$ cat src/rtl/instr_loader.sv
// instr_loader: writer side of the CPU instruction port.
// Assembles 9-bit words from a serial LSB-first bit stream into a small
// program buffer, then replays the buffer to the CPU as one-cycle
// INSTRUCTION/write_en beats separated by GAP idle cycles.
// Optional build macro: INSTR_LOADER_LOOP_EN (continuous replay with
// start acting as a stop request while streaming).
module instr_loader #(
  parameter int DEPTH  = 8,
  parameter int ADDR_W = 3,
  parameter int GAP    = 0
) (
  input  logic              CLK,
  input  logic              RESET,
  input  logic              ser_bit,
  input  logic              ser_valid,
  input  logic              load_done,
  input  logic              clear,
  input  logic              start,
  output logic [8:0]        INSTRUCTION,
  output logic              write_en,
  output logic [ADDR_W:0]   count,
  output logic              busy,
  output logic              overflow
);

  localparam logic [1:0] ST_IDLE = 2'd0;
  localparam logic [1:0] ST_LOAD = 2'd1;
  localparam logic [1:0] ST_RUN  = 2'd2;
  localparam logic [1:0] ST_GAPW = 2'd3;

  localparam logic              GAP_EN   = (GAP > 0);
  localparam logic [2:0]        GAP_M1   = (GAP > 0) ? 3'(GAP - 1) : 3'd0;
  localparam logic [ADDR_W:0]   CNT_ZERO = {(ADDR_W+1){1'b0}};
  localparam logic [ADDR_W:0]   CNT_ONE  = {{ADDR_W{1'b0}}, 1'b1};
  localparam logic [ADDR_W:0]   CNT_FULL = (ADDR_W+1)'(DEPTH);
  localparam logic [ADDR_W-1:0] RD_ZERO  = {ADDR_W{1'b0}};
  localparam logic [ADDR_W-1:0] RD_ONE   = {{(ADDR_W-1){1'b0}}, 1'b1};

  logic [1:0]        state_r;
  logic [1:0]        state_nx_s;
  logic [7:0]        shift_r;
  logic [3:0]        bitcnt_r;
  logic [8:0]        mem_r [DEPTH];
  logic [ADDR_W:0]   count_r;
  logic [ADDR_W-1:0] rd_r;
  logic [2:0]        gapcnt_r;
  logic [8:0]        instr_r;
  logic              we_r;
  logic              busy_r;
  logic              overflow_r;

  logic              last_s;
  logic              full_s;
  logic              go_s;
  logic              word_done_s;
  logic              mem_we_s;

  assign last_s      = ({1'b0, rd_r} == (count_r - CNT_ONE));
  assign full_s      = (count_r == CNT_FULL);
  assign go_s        = start && (count_r != CNT_ZERO);
  // Ninth bit arriving in LOAD completes a word (unless the session ends now).
  assign word_done_s = (state_r == ST_LOAD) && !load_done && ser_valid && (bitcnt_r == 4'd8);
  assign mem_we_s    = word_done_s && !full_s && !RESET;

  // Next-state selection for the load/stream sequencer.
  always_comb begin
    state_nx_s = state_r;
    case (state_r)
      ST_IDLE: begin
        if (go_s) begin
          state_nx_s = ST_RUN;
        end else if (clear) begin
          state_nx_s = ST_IDLE;
        end else if (ser_valid) begin
          state_nx_s = ST_LOAD;
        end else begin
          state_nx_s = ST_IDLE;
        end
      end
      ST_LOAD: begin
        if (load_done) begin
          state_nx_s = ST_IDLE;
        end else begin
          state_nx_s = ST_LOAD;
        end
      end
      ST_RUN: begin
`ifdef INSTR_LOADER_LOOP_EN
        if (start) begin
          state_nx_s = ST_IDLE;
        end else if (GAP_EN) begin
          state_nx_s = ST_GAPW;
        end else begin
          state_nx_s = ST_RUN;
        end
`else
        if (last_s) begin
          state_nx_s = ST_IDLE;
        end else if (GAP_EN) begin
          state_nx_s = ST_GAPW;
        end else begin
          state_nx_s = ST_RUN;
        end
`endif
      end
      ST_GAPW: begin
`ifdef INSTR_LOADER_LOOP_EN
        if (start) begin
          state_nx_s = ST_IDLE;
        end else if (gapcnt_r == 3'd0) begin
          state_nx_s = ST_RUN;
        end else begin
          state_nx_s = ST_GAPW;
        end
`else
        if (gapcnt_r == 3'd0) begin
          state_nx_s = ST_RUN;
        end else begin
          state_nx_s = ST_GAPW;
        end
`endif
      end
      default: begin
        state_nx_s = ST_IDLE;
      end
    endcase
  end

  // Program buffer write port; contents deliberately survive reset.
  always_ff @(posedge CLK) begin
    if (mem_we_s) begin
      mem_r[count_r[ADDR_W-1:0]] <= {ser_bit, shift_r};
    end
  end

  // Sequencer state, serial assembly, counters and registered outputs.
  always_ff @(posedge CLK) begin
    if (RESET) begin
      state_r    <= ST_IDLE;
      shift_r    <= 8'd0;
      bitcnt_r   <= 4'd0;
      count_r    <= CNT_ZERO;
      rd_r       <= RD_ZERO;
      gapcnt_r   <= 3'd0;
      instr_r    <= 9'd0;
      we_r       <= 1'b0;
      busy_r     <= 1'b0;
      overflow_r <= 1'b0;
    end else begin
      state_r <= state_nx_s;
      busy_r  <= (state_nx_s != ST_IDLE);
      we_r    <= 1'b0;
      case (state_r)
        ST_IDLE: begin
          if (go_s) begin
            rd_r <= RD_ZERO;
          end else if (clear) begin
            count_r    <= CNT_ZERO;
            overflow_r <= 1'b0;
          end else if (ser_valid) begin
            shift_r[0] <= ser_bit;
            bitcnt_r   <= 4'd1;
          end
        end
        ST_LOAD: begin
          if (load_done) begin
            bitcnt_r <= 4'd0;
          end else if (ser_valid) begin
            if (bitcnt_r == 4'd8) begin
              bitcnt_r <= 4'd0;
              if (full_s) begin
                overflow_r <= 1'b1;
              end else begin
                count_r <= count_r + CNT_ONE;
              end
            end else begin
              shift_r[bitcnt_r[2:0]] <= ser_bit;
              bitcnt_r               <= bitcnt_r + 4'd1;
            end
          end
        end
        ST_RUN: begin
`ifdef INSTR_LOADER_LOOP_EN
          // A stop request ends streaming without issuing another beat.
          if (!start) begin
            instr_r  <= mem_r[rd_r];
            we_r     <= 1'b1;
            gapcnt_r <= GAP_M1;
            rd_r     <= last_s ? RD_ZERO : (rd_r + RD_ONE);
          end
`else
          instr_r  <= mem_r[rd_r];
          we_r     <= 1'b1;
          gapcnt_r <= GAP_M1;
          if (!last_s) begin
            rd_r <= rd_r + RD_ONE;
          end
`endif
        end
        ST_GAPW: begin
          if (gapcnt_r != 3'd0) begin
            gapcnt_r <= gapcnt_r - 3'd1;
          end
        end
        default: begin
          we_r <= 1'b0;
        end
      endcase
    end
  end

  assign INSTRUCTION = instr_r;
  assign write_en    = we_r;
  assign count       = count_r;
  assign busy        = busy_r;
  assign overflow    = overflow_r;

endmodule

$ cat config.mk
export PLATFORM = sky130hd
export DESIGN_NAME = instr_loader
export DESIGN_NICKNAME = d
export VERILOG_FILES = /design/src/rtl/instr_loader.sv
export SDC_FILE = /design/constraint.sdc
export NUM_CORES = 1
export LEC_CHECK = 0
export BUFFER_PORTS_ARGS = -buffer_cell sky130_fd_sc_hd__buf_2
export CAP_MARGIN = 15
export CORE_ASPECT_RATIO = 2
export CORE_MARGIN = 5
export CORE_UTILIZATION = 60
export DETAILED_ROUTE_END_ITERATION = 8
export GPL_ROUTABILITY_DRIVEN = 0
export PLACE_DENSITY = 0.75
export RECOVER_POWER = 50
export SKIP_LAST_GASP = 1
export SYNTH_ARGS = -nofsm -noshare
export SYNTH_HDL_FRONTEND = slang
export SYNTH_SLANG_ARGS = --single-unit
$ cat constraint.sdc
create_clock -name CLK -period 3.7 [get_ports CLK]
set_input_delay 0.37 -clock CLK [delete_from_list [all_inputs] [get_ports CLK]]
set_output_delay 0.37 -clock CLK [all_outputs]
set_load 0.02 [all_outputs]
== Word-level counts from Yosys, hierarchy flattened ==
Memory sizes are Yosys's and may differ from the RTL's. A register that Yosys moved wholly into a read port is not among the register bits.
Index checks and enable logic that the tools add are counted.
Storage, ports and cells
  input port bits: 7
  register bits: 27
  memories kept: 1
  bits in writable memories: 72
  output and inout port bits: 16
Memories
  mem_r: depth 8, width 9, read ports 1, clocked after memory_dff 1, write ports 1, RTL line 43  | logic [8:0] mem_r [DEPTH];
Operators by class
  reductions and logical operators: 25
  add/sub/neg operators: 5
  bitwise operators: 2
  multiplexer cells: 46
  order comparisons: 2
  eq/ne operators: 20
Operator list (number)
  two-way mux 4 bit: 12
  != test 2 bit (second input constant): 12
  AND reduction 7 bit: 3
  two-way mux 1 bit: 20
  case mux 4 bit (2 select lines): 2
  case mux 3 bit (2 select lines): 2
  two-way mux 3 bit: 3
  adder 4 x 1 -> 4 bit (second input constant): 2
  bitwise mux 8 bit: 1
  == test 4 bit (second input constant): 2
  case mux 2 bit (4 select lines): 1
  nonzero test 2 bit: 4
  logical AND 1 bit: 7
  AND reduction 5 bit: 1
  == test 2 bit (second input constant): 2
  == test 3 x 4 -> 1 bit: 1
  less-than comparator 3 x 4 -> 1 bit (second input constant): 1
  two-way mux 2 bit: 2
  case mux 1 bit (2 select lines): 2
  AND reduction 4 bit: 1
  nonzero test 4 bit: 1
  subtractor 4 x 1 -> 4 bit (second input constant): 1
  adder 3 x 1 -> 3 bit (second input constant): 1
  demux 1 bit (select 3 bit): 1
  other kinds (12): 15

== Logic depth before layout (Yosys ltp) ==
  depth after elaboration: 9
  mapped depth: 8
  depth with buffers taken out: 7

== Worst setup path before layout ==
No wires, ideal clock.
  path kind: reg-to-reg
  from: register count_r[0], in the netlist count[0]
  to: memory mem_r[1][0], enable pin
  slack: 1.051 ns
  stages on the path, launching flop included: 7
  setup time: 0.387 ns
  data arrival time: 2.262 ns
  data required time: 3.313 ns
  path through: dfxtp_1 -> inv_1 -> ha_1 -> and3b_2 -> nor3_1 -> nand3_1 -> nor3_1
On the way
  word-level cells in the longest chain between the ends: 6
RTL lines
  start, declared: RTL line 44  | logic [ADDR_W:0] count_r;
  start signal, assigned: RTL line 174  | count_r <= count_r + CNT_ONE;
  == test 4 bit: RTL line 59  | assign full_s = (count_r == CNT_FULL);
  logical NOT 1 bit: RTL line 63  | assign mem_we_s = word_done_s && !full_s && !RESET;
  logical AND 1 bit (2 in a row): RTL line 63
  two-way mux 1 bit: RTL line 131  | if (mem_we_s) begin
  two-way mux 1 bit (not written as such): RTL line 132  | mem_r[count_r[ADDR_W-1:0]] <= {ser_bit, shift_r};
  end, declared: RTL line 43
Parallel ways exist; a longest one is shown, timed or not.

== Final worst setup path ==
  from: register count_r[0], in the netlist count[0]
  to: memory mem_r[5][5], enable pin
Same word-level chain as after synthesis.

==> out/qor.yml <==
cpLargestDelayFamily: "simple AND/OR/NAND/NOR gates"
total_power_per_unit_cell_area_nw_per_um2: 445
port-buffer-count: 22
timing.critical_path.from_type: "flip-flop"
grt_first_pass_wirelength_mm: 14.3
grt_most_used_layer: "met2"
grt_pass1_vias: 2728
whs_ns: 0.407
synth_flop_cell: "sky130_fd_sc_hd__edfxtp_1"
core_area_um2: 7270
post_detailed_routing_wire_length_mm: 8.77
slowest_stage: "sky130_fd_sc_hd__nor2_1"
initial_antenna_violation_count: 0
grt_remaining_overflow: 0
critical-path-max-stage-delay_ns: 0.68
drt-initial-drc-count: 255
syn_inst: 325
worst_ep_arrival_time_ns: 2.67
global_route.usage.met2_pct: 35.9
status: "finished, final reports clean"
synth_enable_flop_cells: 72
clk_pin_slew_worst_paths_ns: 0.07
drc: 0
n_antenna_cell: 0
maxSlewHeadroom_pct: 46.2
cts-hold-fix-buffers: 0
max_root_sink_buffers: 2
peakVddDrop_mv: 0.392
critical_path_class: "flip-flop to flip-flop"
h-tree-depth: 3
met1_usage_pct: 22.2
die_y_um: 132
final_cell_count_no_fill: 444
fin_util_pct: 67.9
final_hold_viol_count: 0
max_slew.worst_pin.slew_ns: 0.804
hold_path.class: "primary input to flip-flop"
grtUsageMet3_pct: 3.97
fillerInstances: 529
dominant_cells_by_area_after_synthesis: "sky130_fd_sc_hd__edfxtp_1 48%, sky130_fd_sc_hd__dfxtp_1 16%, sky130_fd_sc_hd__mux4_2 9.0%"
insertion_delay_ns: 0.34
asyncSetResetFlopFracSynth_pct: 0
synth-seq-cells: 108
num_rows: 44
grt_max_degree: 33
cts.repair_timing.setup_buffer_count: 0
power.leakage_nw: 1.50
netlist_area_um2: 4490
max_clock_freq_ghz: 0.369
cts-root-buf: "sky130_fd_sc_hd__clkbuf_16"
cp_num_buf_inv: 1
cp_data_required_time_ns: 3.66
clock_tree_from_tritoncts: "done"
yosys.cell_types.count: 42
dpl.cell_count: 428
worstPathCellList: "inv_1, ha_1, and3b_2, nor3_1, nand3_1, nor2_1"
final_layout_size_suffix_gt1_share_pct: 14.5
ratio_of_final_minimum_period_to_clock_period_pct: 73.2
path_max_fanout: 9
design.die.area_um2: 9420
dpl_cell_area_um2: 4680
final-max-slew-violation-count: 0
synth_seq_area_share_pct: 64.2
yosysMostFrequentCell: "sky130_fd_sc_hd__edfxtp_1"
finClkSkew_ns: 0.00935
area_delta_synth_final_pct: 9.80
pin_count: 23
synth_top_area_share_pct: 48.1
cts_resized: 0
postSynthNetCount: 339
wirelength_per_cell_um: 19.8
drt-pass1-iter-count: 5
rsz0062_at_grt: "false"
final_net_count: 361
hpwl_mm: 6.43
chipWidth_um: 71.2
post_synth_most_frequent_cells: "72 x sky130_fd_sc_hd__edfxtp_1, 38 x sky130_fd_sc_hd__nor2_1, 36 x sky130_fd_sc_hd__dfxtp_1"
globalRouteTotalUtil_pct: 20.3
numCtsBuffers: 9
route.detailed.vias_per_inst: 5.95
maxcap_violations: 0
end_kind: "flip-flop"
post_synthesis_average_cell_area_um2: 13.8
detailroute.via_count: 2644
postRouteAntennaNets: 0
cell_type_with_the_highest_aggregate_area_in_the_netlist: "sky130_fd_sc_hd__edfxtp_1"
initial_utilization_pct: 61.8
timing.final.setup_violations: 0
total_negative_setup_slacks_ns: 0
finalInstanceArea_um2: 4930
yosys_warnings: 0
timing.final.crit_period_ns: 2.71
number_of_clock_sinks_seen_by_cts: 108
state kept, by name, summed over array words and instances (netlist names):
name	flops
mem_r	72
INSTRUCTION	9
shift_r	8
bitcnt_r	4
count	4
gapcnt_r	3
rd_r	3
state_r	2
busy	1
overflow	1
write_en	1
metrics by stage:
step           worst slack (ns)  total power [W]
2_1_floorplan              1.05          0.00133
3_3_place_gp               1.11          0.00135
3_5_place_dp              0.985          0.00135
4_1_cts                   0.949          0.00221
5_1_grt                   0.711          0.00227
6_report                  0.993          0.00219
worst paths after layout:
kind                                 start                        to  cells after the start  slack, ns
setup / recovery     count[0]$_SDFFE_PP0P_     mem_r[5][5]$_DFFE_PP_                      6       0.99
hold reg to reg   gapcnt_r[2]$_SDFFE_PP0P_  gapcnt_r[2]$_SDFFE_PP0P_                      2       0.48
setup reg to reg     count[0]$_SDFFE_PP0P_     mem_r[5][5]$_DFFE_PP_                      6       0.99
hold / removal                       clear     state_r[0]$_SDFF_PP0_                      3       0.41
cells by family after synthesis:
group,Yosys count,synth area share [%]
compound gates,45,6.49
xor+xnor,4,0.780
fa+ha+maj,7,1.95
buf+inv,25,2.34
flops,108,64.2
mux,35,12.8
simple gates,101,11.5
cell type report:
cell class              count  area [um^2]  share of cell area (%)
multi-input cells         192         1500                    30.4
clock buffers               9          225                    4.57
well taps                  92          115                    2.33
flip-flops and latches    108         2880                    58.4
repair buffers             27          126                    2.56
clock inverters             7         50.0                    1.01
inverters                   9         33.8                   0.685
where the power goes:
part / switching, W / leakage (nW) / internal, W
clock network: 0.000415 / 0.126 / 0.000458
logic: 0.0000271 / 0.475 / 0.0000133
registers: 0.00000557 / 0.900 / 0.00128
total: 0.000448 / 1.50 / 0.00175
metal layers:
metal	up-vias	wire, um
li1	1270	-
met1	1295	3260
met2	57	4940
met3	22	258
met4	0	310
met5	-	0
placed cells by master, fill, tap and decap left out, types with 5 or more instances in the layout:
cell type and n:
sky130_fd_sc_hd__mux4_2 18, sky130_fd_sc_hd__edfxtp_1 72, sky130_fd_sc_hd__inv_1 9, sky130_fd_sc_hd__ha_1 7
sky130_fd_sc_hd__nand2_1 20, sky130_fd_sc_hd__nand3b_1 5, sky130_fd_sc_hd__buf_4 5, sky130_fd_sc_hd__a211oi_1 12
sky130_fd_sc_hd__nor3_1 6, sky130_fd_sc_hd__dfxtp_1 36, sky130_fd_sc_hd__o21ai_0 11, sky130_fd_sc_hd__clkbuf_1 17
sky130_fd_sc_hd__clkbuf_16 9, sky130_fd_sc_hd__buf_2 5, sky130_fd_sc_hd__a21oi_1 13, sky130_fd_sc_hd__nor2_1 38
sky130_fd_sc_hd__nand3_1 5, sky130_fd_sc_hd__mux2i_1 17
worst min-delay path: cells and delay by family:
kind                   cells  cell delay, ns
buffers and inverters      1            0.13
AND/OR/NAND/NOR            1            0.12
AO/OA/AOI/OAI              1            0.07
Note: power is estimated with default switching activity, not from simulation.
